**src/rtl/mac_div_pkg.sv**
```systemverilog
// Shared types and constants for the sequential 16/8 restoring divider.
package mac_div_pkg;
    localparam int DW = 16;
    localparam int VW = 8;
    localparam logic [DW-1:0] QUO_DZ = 16'hFFFF;

    typedef enum logic [1:0] {
        IDLE,
        CALC,
        DONE
    } state_t;
endpackage

```
**src/rtl/div_step.sv**
```systemverilog
// One restoring-division iteration: shift in a dividend bit, trial-subtract the divisor.
module div_step #(
    parameter int VW = mac_div_pkg::VW
) (
    input  logic [VW:0]   rem_in,
    input  logic          dvd_bit,
    input  logic [VW-1:0] divisor,
    output logic [VW:0]   rem_out,
    output logic          q_bit
);
    import mac_div_pkg::*;

    // One extra bit on top so the shifted value never wraps before the compare.
    logic [VW+1:0] shifted;
    logic [VW+1:0] dvs_ext;

    always_comb begin
        shifted = {rem_in, dvd_bit};
        dvs_ext = {2'b00, divisor};
        q_bit   = (shifted >= dvs_ext);
        rem_out = (VW+1)'(q_bit ? (shifted - dvs_ext) : shifted);
    end
endmodule

```
**src/rtl/mac_divider.sv**
```systemverilog
// Sequential unsigned divider resolving one quotient bit per clock, MSB first.
module mac_divider #(
    parameter int DW = mac_div_pkg::DW,
    parameter int VW = mac_div_pkg::VW
) (
    input  logic          clk,
    input  logic          reset,
    input  logic          start,
    input  logic [DW-1:0] Dividend,
    input  logic [VW-1:0] Divisor,
    output logic          busy,
    output logic          done,
    output logic [DW-1:0] Quo,
    output logic [VW-1:0] Rem,
    output logic          div_zero
);
    import mac_div_pkg::*;

    localparam int CW = $clog2(DW);

    state_t        state, state_nxt;
    logic [CW-1:0] cnt;
    logic [DW-1:0] dvd_sh;
    logic [VW-1:0] dvs;
    logic [VW:0]   rem_work, rem_nxt;
    logic          q_bit;
    logic          accept, last_step;

    assign accept    = start && (state != CALC);
    assign last_step = (state == CALC) && (cnt == CW'(DW-1));
    assign busy      = (state == CALC);
    assign done      = (state == DONE);

    always_ff @(posedge clk or negedge reset) begin
        if (!reset) state <= IDLE;
        else        state <= state_nxt;
    end

    always_comb begin
        state_nxt = state;
        case (state)
            IDLE, DONE: begin
                if (start) state_nxt = (Divisor == '0) ? DONE : CALC;
                else       state_nxt = IDLE;
            end
            CALC:    if (last_step) state_nxt = DONE;
            default: state_nxt = IDLE;
        endcase
    end

    div_step #(.VW(VW)) u_step (
        .rem_in  (rem_work),
        .dvd_bit (dvd_sh[DW-1]),
        .divisor (dvs),
        .rem_out (rem_nxt),
        .q_bit   (q_bit)
    );

    // Dividend bits shift out the top while quotient bits shift in at the bottom.
    always_ff @(posedge clk) begin
        if (accept) begin
            dvd_sh <= Dividend;
            dvs    <= Divisor;
        end else if (state == CALC) begin
            dvd_sh <= {dvd_sh[DW-2:0], q_bit};
        end
    end

    always_ff @(posedge clk or negedge reset) begin
        if (!reset) begin
            cnt      <= '0;
            rem_work <= '0;
            Quo      <= '0;
            Rem      <= '0;
            div_zero <= 1'b0;
        end else if (accept) begin
            cnt      <= '0;
            rem_work <= '0;
            div_zero <= (Divisor == '0);
            if (Divisor == '0) begin
                Quo <= QUO_DZ;
                Rem <= Dividend[VW-1:0];
            end
        end else if (state == CALC) begin
            cnt      <= cnt + 1'b1;
            rem_work <= rem_nxt;
            if (last_step) begin
                Quo <= {dvd_sh[DW-2:0], q_bit};
                Rem <= rem_nxt[VW-1:0];
            end
        end
    end
endmodule
```
**config.mk**
```make
export PLATFORM = sky130hd
export DESIGN_NAME = mac_divider
export DESIGN_NICKNAME = d
export VERILOG_FILES = /design/src/rtl/mac_div_pkg.sv /design/src/rtl/div_step.sv /design/src/rtl/mac_divider.sv
export SDC_FILE = /design/constraint.sdc
export NUM_CORES = 1
export LEC_CHECK = 0
export ABC_AREA = 1
export ABC_CLOCK_PERIOD_IN_PS = 3300
export BUFFER_PORTS_ARGS = -buffer_cell sky130_fd_sc_hd__buf_2
export CORE_UTILIZATION = 40
export CTS_CLUSTER_DIAMETER = 120
export DETAILED_ROUTE_END_ITERATION = 10
export SLEW_MARGIN = 5
export SYNTH_ARGS = -nofsm -noshare
export SYNTH_HDL_FRONTEND = slang
export SYNTH_HIERARCHICAL = 1
export SYNTH_SLANG_ARGS = --single-unit
```
**constraint.sdc**
```tcl
create_clock -name clk -period 3.3 [get_ports clk]
set_clock_uncertainty 0.15 [all_clocks]
set_input_delay 0.66 -clock clk [delete_from_list [all_inputs] [get_ports clk]]
set_output_delay 0.66 -clock clk [all_outputs]
set_load 0.005 [all_outputs]
```
==> results.json <==
{
  "finalCritPeriodShare_pct": 76.6,
  "multi_input_area_um2": 1440,
  "grt_first_pass_wirelength_mm": 12.6,
  "syn_inst": 406,
  "pwr-share-comb_pct": 45.1,
  "report.final.slew_viol_count": 0,
  "seq_area_um2": 1720,
  "overflow": 0,
  "grt_pass1_vias": 2705,
  "busiest_layer": "met2",
  "routedWlPerCell_um": 13.0,
  "use_met3_pct": 3.54,
  "grt_antenna_before_repair": 0,
  "cp_slowest_cell": "nand2_4",
  "fin_area_um2": 3940,
  "synth_cell_types": 28,
  "relSlewSlack_pct": 38.9,
  "h-tree-depth": 3,
  "hold_ws_ns": 0.298,
  "drc": 0,
  "num-fill-cells": 834,
  "layout_min_cycle_time_ns": 2.53,
  "hp-class": "in -> async",
  "ios": 54,
  "ff2ff_path_depth": 8,
  "met1_usage_pct": 24.7,
  "via_per_inst": 4.85,
  "grt_util_met2_pct": 29.9,
  "antenna_left": 0,
  "p_int_mw": 2.20,
  "cp_num_buf_inv": 2,
  "cp_cell_sequence": "inv_1, nand2_2, nand2_4, inv_2, o21ai_4, nand2_4, nand2_1, nand2_1",
  "numCtsBuffers": 9,
  "drv_cap": 0,
  "core-area_um2": 8260,
  "status": "finished clean",
  "critical-path-top-delay-family": "simple AND/OR/NAND/NOR gates",
  "finalWirelength_mm": 7.35,
  "yosys_warnings": 6,
  "irDropWorstVdd_mv": 0.536,
  "syn_nets": 443,
  "grt_usage_pct": 18.6,
  "fmax_ghz": 0.396,
  "p_seq_share_pct": 37.3,
  "area_growth_pct": 14.6,
  "rsz0062_at_grt": "no",
  "grt_max_degree": 45,
  "cts_tree": "yes",
  "worst_slew_pin_slew_ns": 0.916,
  "path_depth": 8,
  "final_util_pct": 47.7,
  "nets": 494,
  "root_buffer": "clkbuf_8",
  "antennaDiodeCount": 0,
  "power_density_nw_per_um2": 952,
  "worst_slack_ns": 0.773,
  "setup_viol": 0,
  "die_x_um": 94.7,
  "required_ns": 3.38,
  "max_stage_delay_ns": 0.44,
  "hpwl_mm": 5.30,
  "clock_latency_ns": 0.34,
  "drive_above_1_share_pct": 18.6,
  "sw_frac_of_total_pct": 41.3,
  "syn_area_um2": 3430,
  "clock-sinks": 64,
  "fin_setup_tns_ns": 0,
  "die_h_um": 94.7,
  "p_leak_nw": 2.11,
  "clock_path_buffers": 2,
  "ys_seq_area_share_pct": 50.1,
  "crit_path_start_kind": "register",
  "end_kind": "register",
  "p_switching_mw": 1.55,
  "ctsResizeCount": 0,
  "dieArea_um2": 8960,
  "dp_slack_ns": 0.721,
  "drt_iter0_markers": 145,
  "cts_hold_buf": 0,
  "place.port_buffers": 53,
  "globalplace.congestion": 0.761,
  "clockPowerShare_pct": 17.5,
  "synth_area_per_cell_um2": 8.46,
  "hold_violations": 0,
  "cp_max_fo": 44,
  "placed_cell_area_um2": 3750,
  "dr.pass1.iters": 4,
  "cp_data_arrival_time_ns": 2.61,
  "clkTransAtPathRegs_ns": 0.08,
  "ys_ff_latch": 64,
  "start_util_pct": 41.6,
  "rows": 33,
  "vias": 2750,
  "postCtsSetupBuffers": 0,
  "path_class": "reg -> reg"
}
worst reg2reg max path, cell delays in order, from the launching register on:
cell	delay (ns)
dfrtp_1	0.36
inv_1	0.08
nand2_2	0.23
nand2_4	0.44
inv_2	0.30
o21ai_4	0.33
nand2_4	0.32
nand2_1	0.15
nand2_1	0.05
synthesized netlist by cell type, drive strengths merged:
cell type	number	share of area (%)
a21boi	1	0.22
a21oi	3	0.77
a31oi	1	0.62
buf	12	2.4
clkbuf	2	0.22
dfrtp	40	29
edfxtp	24	21
fa	1	0.58
ha	9	3.3
inv	48	5.2
nand2	170	20
nand3	53	7.9
nand4	4	1.2
nor2	13	2.1
o21a	17	3.7
o21ai	5	1.4
xor2	3	0.77
registers in the layout (all words and copies together), names as in the netlist:
signal,flops
div_zero,1
dvd_sh,16
Quo,16
state,2
Rem,8
cnt,4
rem_work,9
dvs,8
power by group through the flow:
stage | combinational [mW] | sequential [mW] | clock (mW)
after floorplan | 1.27 | 1.39 | 0
after global placement | 1.66 | 1.41 | 0
after detailed placement | 1.71 | 1.42 | 0
after CTS | 1.71 | 1.41 | 0.677
after global routing | 1.97 | 1.44 | 0.709
final | 1.69 | 1.40 | 0.658
layout by cell type, fill, tap and decap left out, types with 4 or more instances in the layout:
| master | netlist | final |
|---|---|---|
| ha_1 | 9 | 9 |
| clkbuf_8 | 0 | 9 |
| nor2_1 | 11 | 11 |
| nand3_1 | 52 | 52 |
| nand2_2 | 4 | 4 |
| edfxtp_1 | 24 | 24 |
| o21a_1 | 17 | 17 |
| inv_1 | 46 | 46 |
| nand2_1 | 163 | 163 |
| buf_2 | 6 | 53 |
| dfrtp_1 | 40 | 40 |
metrics by stage:
step           std cells  total power, mW
5_1_grt              567             4.12
3_5_place_dp         551             3.13
4_1_cts              567             3.80
6_report             567             3.75
3_3_place_gp         551             3.08
2_1_floorplan        406             2.66
cell families (layout without fill, tap and decap cells):
group                    count (synthesis)  count (layout)  synth area share (%)
flip-flops                              64              64                  50.1
AO/OA/AOI/OAI                           27              27                  6.70
adder cells (fa/ha/maj)                 10              10                  3.86
buffers and inverters                   62             118                  7.87
XOR/XNOR                                 3               3                 0.765
AND/OR/NAND/NOR                        240             240                  30.7
per-layer routing:
layer,share of wire (%),up-vias
li1,-,1402
met1,47,1289
met2,48,47
met3,3.8,12
met4,1.7,0
met5,0,-
worst paths after layout:
| check | to | slack [ns] | startpoint |
|---|---|---|---|
| setup / recovery | Quo[0] | 0.77 | state[1] |
| hold / removal | Rem[2] | 0.30 | reset |
| setup reg to reg | Quo[0] | 0.77 | state[1] |
| hold reg to reg | Quo[1] | 0.32 | Quo[1] |
| max in group asynchronous | state[1] | 2.13 | reset |
| min in group clk | Quo[1] | 0.32 | Quo[1] |
cell type report:
type / instances / share of cell area (%)
sequential: 64 / 43.7
multi-input combinational: 280 / 36.6
timing repair buffer: 54 / 6.93
inverter: 48 / 4.58
tap: 105 / 3.34
clock buffer: 10 / 3.24
clock inverter: 6 / 1.56
No activity file was read; power rests on OpenSTA's default activity.
